--- src/rtl/ccff_pkg.sv ---
// Shared types and helpers for the configuration-chain loader.
package ccff_pkg;

  // Loader control states.
  typedef enum logic [1:0] {
    ST_IDLE  = 2'd0,
    ST_LOAD  = 2'd1,
    ST_DONE  = 2'd2,
    ST_ERROR = 2'd3
  } ccff_state_t;

  // Bits needed to hold a count from 0 up to and including max_val.
  function automatic int cnt_w(input int max_val);
    return (max_val < 1) ? 1 : $clog2(max_val + 1);
  endfunction

endpackage

--- src/rtl/ccff_word_shifter.sv ---
// Single-word buffer that serialises a bitstream word LSB first and
// tracks how many unshifted bits it still holds.
module ccff_word_shifter
  import ccff_pkg::*;
#(
  parameter int WORD_W = 8
) (
  input  logic                     clk_pad,
  input  logic                     pReset_pad,
  input  logic                     clear,
  input  logic                     load,
  input  logic [WORD_W-1:0]        load_data,
  input  logic                     shift,
  output logic                     lsb,
  output logic [cnt_w(WORD_W)-1:0] count,
  output logic                     empty
);

  localparam int SC_W = cnt_w(WORD_W);
  localparam logic [SC_W-1:0] FULL_WORD = SC_W'(WORD_W);

  logic [WORD_W-1:0] data_reg;
  logic [SC_W-1:0]   cnt_reg;

  // Clear beats load beats shift; a load in the cycle the last bit shifts
  // out simply replaces the spent word, which keeps the stream bubble-free.
  always_ff @(posedge clk_pad or posedge pReset_pad) begin
    if (pReset_pad) begin
      data_reg <= '0;
      cnt_reg  <= '0;
    end else if (clear) begin
      data_reg <= '0;
      cnt_reg  <= '0;
    end else if (load) begin
      data_reg <= load_data;
      cnt_reg  <= FULL_WORD;
    end else if (shift && (cnt_reg != '0)) begin
      data_reg <= data_reg >> 1;
      cnt_reg  <= cnt_reg - 1'b1;
    end
  end

  assign lsb   = data_reg[0];
  assign count = cnt_reg;
  assign empty = (cnt_reg == '0);

endmodule

--- src/rtl/ccff_loader.sv ---
// Streams a word-wide bitstream serially into a configuration flip-flop
// chain, gating the programming clock to exactly the bit-carrying cycles.
module ccff_loader
  import ccff_pkg::*;
#(
  parameter int CHAIN_LEN = 64,
  parameter int WORD_W    = 8,
  parameter int TIMEOUT   = 255
) (
  input  logic                        clk_pad,
  input  logic                        pReset_pad,
  input  logic                        start,
  input  logic                        abort,
  input  logic [WORD_W-1:0]           bs_data,
  input  logic                        bs_valid,
  output logic                        bs_ready,
  output logic                        ccff_head_pad,
  output logic                        prog_clk_en,
  output logic                        config_done,
  output logic                        busy,
  output logic                        error,
  output logic [cnt_w(CHAIN_LEN)-1:0] bit_count
);

  localparam int CNT_W  = cnt_w(CHAIN_LEN);
  localparam int SC_W   = cnt_w(WORD_W);
  localparam int NWORDS = (CHAIN_LEN + WORD_W - 1) / WORD_W;
  localparam int WC_W   = cnt_w(NWORDS);
  localparam int TO_W   = cnt_w(TIMEOUT);

  localparam logic [CNT_W-1:0] LAST_BIT  = CNT_W'(CHAIN_LEN - 1);
  localparam logic [CNT_W-1:0] FULL_BITS = CNT_W'(CHAIN_LEN);
  localparam logic [WC_W-1:0]  WORDS_MAX = WC_W'(NWORDS);
  localparam logic [TO_W-1:0]  TO_LAST   = TO_W'(TIMEOUT - 1);
  localparam logic [SC_W-1:0]  ONE_BIT   = SC_W'(1);

  ccff_state_t      state_reg, state_next;
  logic [CNT_W-1:0] bit_count_reg;
  logic [WC_W-1:0]  words_reg;
  logic [TO_W-1:0]  timeout_reg;

  logic             sh_lsb;
  logic [SC_W-1:0]  sh_count;
  logic             sh_empty;

  logic in_load, shift_en, ready, xfer, last_shift, starve, timeout_hit;
  logic start_load, sh_clear;

  assign in_load     = (state_reg == ST_LOAD);
  assign shift_en    = in_load && !sh_empty;
  // A new word fits when the buffer is empty or its final bit leaves now;
  // words past the chain length are never requested.
  assign ready       = in_load && (sh_empty || (sh_count == ONE_BIT)) &&
                       (words_reg < WORDS_MAX);
  assign xfer        = ready && bs_valid;
  assign last_shift  = shift_en && (bit_count_reg == LAST_BIT);
  assign starve      = in_load && sh_empty && !xfer;
  assign timeout_hit = starve && (timeout_reg == TO_LAST);
  assign start_load  = start && !abort && !in_load;
  // Completing the chain drops any leftover bits of a partial last word.
  assign sh_clear    = abort || start_load || last_shift;

  ccff_word_shifter #(
    .WORD_W (WORD_W)
  ) u_shifter (
    .clk_pad    (clk_pad),
    .pReset_pad (pReset_pad),
    .clear      (sh_clear),
    .load       (xfer),
    .load_data  (bs_data),
    .shift      (shift_en),
    .lsb        (sh_lsb),
    .count      (sh_count),
    .empty      (sh_empty)
  );

  // State register.
  always_ff @(posedge clk_pad or posedge pReset_pad) begin
    if (pReset_pad) begin
      state_reg <= ST_IDLE;
    end else begin
      state_reg <= state_next;
    end
  end

  // Next-state logic: abort dominates, start is ignored while loading.
  always_comb begin
    state_next = state_reg;
    if (abort) begin
      state_next = ST_IDLE;
    end else begin
      case (state_reg)
        ST_IDLE, ST_DONE, ST_ERROR: begin
          if (start) state_next = ST_LOAD;
        end
        ST_LOAD: begin
          if (last_shift)       state_next = ST_DONE;
          else if (timeout_hit) state_next = ST_ERROR;
        end
        default: state_next = ST_IDLE;
      endcase
    end
  end

  // Bit, word and starvation counters; all restart when a load begins.
  always_ff @(posedge clk_pad or posedge pReset_pad) begin
    if (pReset_pad) begin
      bit_count_reg <= '0;
      words_reg     <= '0;
      timeout_reg   <= '0;
    end else if (start_load) begin
      bit_count_reg <= '0;
      words_reg     <= '0;
      timeout_reg   <= '0;
    end else begin
      if (shift_en && (bit_count_reg != FULL_BITS)) begin
        bit_count_reg <= bit_count_reg + 1'b1;
      end
      if (abort) begin
        words_reg   <= '0;
        timeout_reg <= '0;
      end else if (in_load) begin
        if (xfer) begin
          words_reg   <= words_reg + 1'b1;
          timeout_reg <= '0;
        end else if (starve) begin
          timeout_reg <= timeout_reg + 1'b1;
        end
      end
    end
  end

  assign bs_ready      = ready;
  assign prog_clk_en   = shift_en;
  assign ccff_head_pad = shift_en & sh_lsb;
  assign config_done   = (state_reg == ST_DONE);
  assign busy          = in_load;
  assign error         = (state_reg == ST_ERROR);
  assign bit_count     = bit_count_reg;

endmodule

--- config.mk ---
export PLATFORM = sky130hd
export DESIGN_NAME = ccff_loader
export DESIGN_NICKNAME = d
export VERILOG_FILES = /design/src/rtl/ccff_pkg.sv /design/src/rtl/ccff_word_shifter.sv /design/src/rtl/ccff_loader.sv
export SDC_FILE = /design/constraint.sdc
export NUM_CORES = 1
export LEC_CHECK = 0
export ABC_AREA = 1
export BUFFER_PORTS_ARGS = -buffer_cell sky130_fd_sc_hd__buf_2
export CORE_MARGIN = 4
export CORE_UTILIZATION = 60
export CTS_CLUSTER_SIZE = 14
export DETAILED_ROUTE_END_ITERATION = 10
export PLACE_DENSITY = 0.82
export SLEW_MARGIN = 20
export SYNTH_ARGS = -nofsm -noshare
export SYNTH_HDL_FRONTEND = slang
export SYNTH_SLANG_ARGS = --single-unit
--- constraint.sdc ---
create_clock -name clk_pad -period 4.6 [get_ports clk_pad]
set_input_delay 0.92 -clock clk_pad [delete_from_list [all_inputs] [get_ports clk_pad]]
set_output_delay 0.92 -clock clk_pad [all_outputs]
set_load 0.02 [all_outputs]
* Word-level counts from Yosys, hierarchy flattened
Index checks and enable logic that the tools add are counted.
Operators by class: $lt $le $gt $ge 1, divide/modulo/power cells 0, equality and inequality tests 9, multiplexer cells 22, add/subtract/negate cells 4, shift operators 0, bitwise operators 1, multiply operators 0, reductions and logical operators 31
Operator list (count):
- 8-bit 2-to-1 mux | 8
- 4-bit 2-to-1 mux | 7
- 7-bit 2-to-1 mux | 2
- 1-bit logical AND | 12
- 3-bit nonzero test | 3
- 8-bit by 1-bit adder with 8-bit output (second input constant) | 1
- 8-bit == test (second input constant) | 1
- 2-bit 2-to-1 mux | 4
- 4-bit nonzero test | 2
- 7-bit by 1-bit adder with 7-bit output (second input constant) | 1
- 7-bit by 6-bit == test with 1-bit output (second input constant) | 1
- 7-bit inequality test (second input constant) | 1
- 2-bit AND reduction | 3
- 4-bit by 1-bit adder with 4-bit output (second input constant) | 1
- 2-bit == test (second input constant) | 2
- 4-bit by 1-bit == test with 1-bit output (second input constant) | 1
- 1-bit zero test | 4
- 4-bit zero test | 1
- 4-bit less-than comparator (second input constant) | 1
- 4-bit by 2-bit inequality test with 1-bit output (second input constant) | 1
- 2-bit one-hot mux with 2 select lines | 1
- 4-bit by 1-bit subtractor with 4-bit output (second input constant) | 1
- 1-bit logical OR | 3
- 3-bit inequality test (second input constant) | 1
- other kinds (5) | 5
Word-level totals: RAM bits 0, register bits after elaboration 33, bits in latches 0, memory bits (read-only) 0, memories kept 0, bits of input ports 13

* Longest topological paths before layout
depth in word-level cells 12, mapped depth 11, depth with buffers taken out 11

* By module
From an unflattened synthesis, not the netlist that was laid out.
Second synthesis, totals: cells, all modules 272, area, all modules 2045.7 um^2
Modules (own cells, without submodules):
- ccff_loader | cells each 177, instances 1, area an instance 1315.0 um^2, sequential area each 525.5 um^2
- ccff_word_shifter | cells each 95, instances 1, area an instance 730.7 um^2, sequential area each 300.3 um^2

* Worst setup path after synthesis
Ideal clock, no wire load.
path type register to output, start register u_shifter.cnt_reg[0] (netlist: u_shifter.count[0]), end output bs_ready, buffers on the path 0, arrival time 1.198 ns, cell stages (with the launch flop) 7, data required time 3.680 ns, slack 2.482 ns, cell sequence dfrtp_1 > inv_1 > ha_1 > nor2_1 > nor2_1 > nand2_1 > inv_1
Between the ends: longest elaborated chain between the ends 4
Ends and longest elaborated chain:
- start: declaration | line ccff_word_shifter.sv:23 | logic [SC_W-1:0] cnt_reg;
- start signal: assignment | line ccff_word_shifter.sv:39 | cnt_reg <= cnt_reg - 1'b1;
- 4-bit by 1-bit == test with 1-bit output or 4-bit zero test (tied branches) | line ccff_loader.sv:53, ccff_word_shifter.sv:45
- 1-bit logical OR (*) | line ccff_loader.sv:53 | assign ready = in_load && (sh_empty || (sh_count == ONE_BIT)) &&
- 1-bit logical AND (*) (2 in a row) | line ccff_loader.sv:53
- end: declaration | line ccff_loader.sv:16 | output logic bs_ready,
Every way passes the cells marked *; elsewhere a longest branch is shown, timed or not.

* Worst setup path in the final report
start register u_shifter.cnt_reg[0] (netlist: u_shifter.count[0]), end output prog_clk_en
Between the ends: longest elaborated chain between the ends 3
Ends and longest elaborated chain:
- 4-bit zero test | line ccff_word_shifter.sv:45 | assign empty = (cnt_reg == '0);
- 1-bit zero test | line ccff_loader.sv:50 | assign shift_en = in_load && !sh_empty;
- 1-bit logical AND | line ccff_loader.sv:50
- end: declaration | line ccff_loader.sv:18 | output logic prog_clk_en,
No other way between the ends.

==> impl_metrics.json <==
{
  "initial_utilization_pct": 64.32,
  "synthesis.nets": 292,
  "dpl.hpwl_um": 2990,
  "rows": 20,
  "max_slew.worst_pin.slew_ns": 0.4145,
  "ys_ff_latch": 33,
  "grt_pass1_vias": 1690,
  "numCtsBuffers": 5,
  "required_ns": 3.68,
  "drc": 0,
  "grt_remaining_overflow": 0,
  "worstSetupPathType": "register to primary output",
  "nets": 322,
  "yosysUniqueCellTypes": 25,
  "cts.sinks": 33,
  "drive_above_1_share_pct": 16.23,
  "ir_drop_mv": 0.3061,
  "layout.cells.non_filler": 346,
  "grt_usage_pct": 22.56,
  "clockBufferDepth": 2,
  "endpoint": "prog_clk_en",
  "rsz0062_at_grt": "no",
  "worstReg2RegStart": "u_shifter.count[0]$_DFFE_PP0P_",
  "dpl.cell_count": 338,
  "r2r_cells": 10,
  "timing.final.crit_share_pct": 57.26,
  "grt_max_degree": 34,
  "ys_top_cells_by_area": "dfrtp_1 (41%), nand2_1 (18%), inv_1 (6.0%)",
  "outcome": "complete, no violations",
  "fill_cells": 268,
  "skew_ns": 0.005786,
  "rrSetupSlack_ns": 2.55,
  "slew_viol_final": 0,
  "setup_viol": 0,
  "period_needed_ns": 2.634,
  "antenna_found_initial": 0,
  "power_leakage_nw": 1.200,
  "critPathArrivalTime_ns": 1.71,
  "worst_slack_ns": 1.966,
  "r2r_end": "u_shifter.data_reg[0]$_DFFE_PP0P_",
  "die_area_sq_mm": 0.004343,
  "wire_per_inst_um": 11.68,
  "die_h_um": 65.91,
  "wl_um": 4043,
  "fin_area_sq_mm": 0.002227,
  "grt_first_pass_wirelength_um": 7507,
  "hold_violations": 0,
  "place_congestion": 0.8427,
  "relSlewSlack_pct": 72.37,
  "ant_nets": 0,
  "io_buffer_count": 25,
  "avgSynthCellArea_sq_um": 7.424,
  "synthCells": 271,
  "yosysSeqAreaShare_pct": 41.04,
  "critPathMaxFanout": 8,
  "root_buffer": "clkbuf_4",
  "drv_cap": 0,
  "area_growth_pct": 10.70,
  "hp-class": "register to register",
  "via_per_inst": 4.991,
  "p_per_area_mw_per_mm2": 315.6,
  "synth_top_area_share_pct": 41.04,
  "worstSetupStartpoint": "u_shifter.count[0]$_DFFE_PP0P_",
  "clkSlewWorstSetupHoldPaths_ns": 0.10,
  "cts_resized": 0,
  "cts_htree_levels": 2,
  "synth_area_sq_mm": 0.002012,
  "pin_count": 26,
  "dp_slack_ns": 2.345,
  "cts_tree": "built",
  "post-cts-setup-buffer-count": 0,
  "clk_latency_ns": 0.33,
  "vias": 1727,
  "fp.dieW_um": 65.91,
  "yosys_warnings": 0,
  "cts.hold.buffers_added": 0,
  "drtPass1Iterations": 4,
  "endpoint_kind": "primary output",
  "crit_path_start_kind": "register",
  "synth_largest_area_cell": "dfrtp_1",
  "drt_first_iter_violations": 88,
  "dpl-instance-area_sq_mm": 0.002176,
  "fin_setup_tns_ns": 0,
  "core_sq_mm": 0.003128,
  "antenna_cells": 0,
  "fmax_ghz": 0.3797
}
[cell families after synthesis]
family | synth area share (%)
AO/OA/AOI/OAI | 5.721
adder cells (fa/ha/maj) | 4.975
AND/OR/NAND/NOR | 38.37
flip-flops | 41.04
buffers and inverters | 7.712
XOR/XNOR | 2.177
[placed cells by master, fill, tap and decap left out, types with 3 or more instances in the layout]
| cell type | netlist | layout |
|---|---|---|
| xor2_1 | 5 | 5 |
| nor3_1 | 6 | 6 |
| nand4_1 | 8 | 8 |
| inv_2 | 3 | 3 |
| a21oi_1 | 6 | 6 |
| nand3_2 | 3 | 3 |
| dfrtp_1 | 33 | 33 |
| o21ai_0 | 7 | 7 |
| nand2_1 | 97 | 97 |
| clkbuf_4 | 0 | 5 |
| nand2_4 | 3 | 3 |
| ha_1 | 8 | 8 |
| nand3_1 | 14 | 14 |
| nor2_1 | 32 | 32 |
| inv_1 | 32 | 32 |
| buf_2 | 1 | 25 |
[how the worst min path moves through the flow]
stage,depth (start not counted),endpoint,startpoint
floorplan,2,u_shifter.data_reg[0]$_DFFE_PP0P_,u_shifter.data_reg[0]$_DFFE_PP0P_
global placement,2,u_shifter.data_reg[0]$_DFFE_PP0P_,u_shifter.data_reg[0]$_DFFE_PP0P_
detailed placement,2,u_shifter.data_reg[3]$_DFFE_PP0P_,u_shifter.data_reg[3]$_DFFE_PP0P_
CTS,2,u_shifter.data_reg[2]$_DFFE_PP0P_,u_shifter.data_reg[2]$_DFFE_PP0P_
global route,2,u_shifter.data_reg[2]$_DFFE_PP0P_,u_shifter.data_reg[2]$_DFFE_PP0P_
finish,2,u_shifter.data_reg[2]$_DFFE_PP0P_,u_shifter.data_reg[2]$_DFFE_PP0P_
[power breakdown]
part	internal (mW)	switching [mW]
clock	0.0581	0.0969
sequential	0.313	0.0240
combinational	0.0650	0.146
[area by class of cell]
type,count,area (sq um),area share (%)
Clock inverter,2,10.01,0.4494
Clock buffer,6,41.29,1.854
Multi-Input combinational cell,200,1031,46.29
Timing Repair Buffer,26,132.6,5.955
Sequential cell,33,825.8,37.08
Tap cell,44,55.05,2.472
Inverter,35,131.4,5.899
[Yosys cell counts]
cell type,number
nand2_1,97
dfrtp_1,33
inv_1,32
nor2_1,32
nand3_1,14
ha_1,8
nand4_1,8
o21ai_0,7
a21oi_1,6
nor3_1,6
xor2_1,5
inv_2,3
nand2_4,3
nand3_2,3
a21oi_4,2
nor2_4,2
o21ai_1,2
buf_2,1
buf_4,1
buf_6,1
nand3_4,1
nor2_2,1
nor2_8,1
nor3b_1,1
o31ai_1,1
[per-layer routing]
layer / GRT usage [%] / vias up / part of all wire [%]
li1: - / 907 / -
met1: 28.32 / 777 / 46
met2: 37.55 / 37 / 48
met3: 5.782 / 6 / 4.6
met4: 7.513 / 0 / 1.4
met5: 0 / - / 0
[critical path, cell delays in order (launching register included)]
cell and delay [ns]:
dfrtp_1 0.38, inv_1 0.09, ha_1 0.27, a21oi_4 0.39, buf_2 0.24
[per-stage QoR]
step / util (%) / hold WS, ns / power, mW
6_report: 71.20 / 0.4910 / 0.7029
2_1_floorplan: - / 0.4488 / 0.5006
3_5_place_dp: 69.56 / 0.4671 / 0.5541
5_1_grt: 71.20 / 0.5268 / 0.7569
4_1_cts: 71.20 / 0.4942 / 0.7117
3_3_place_gp: 69.56 / 0.4636 / 0.5492
No activity file was read; power rests on OpenSTA's default activity.
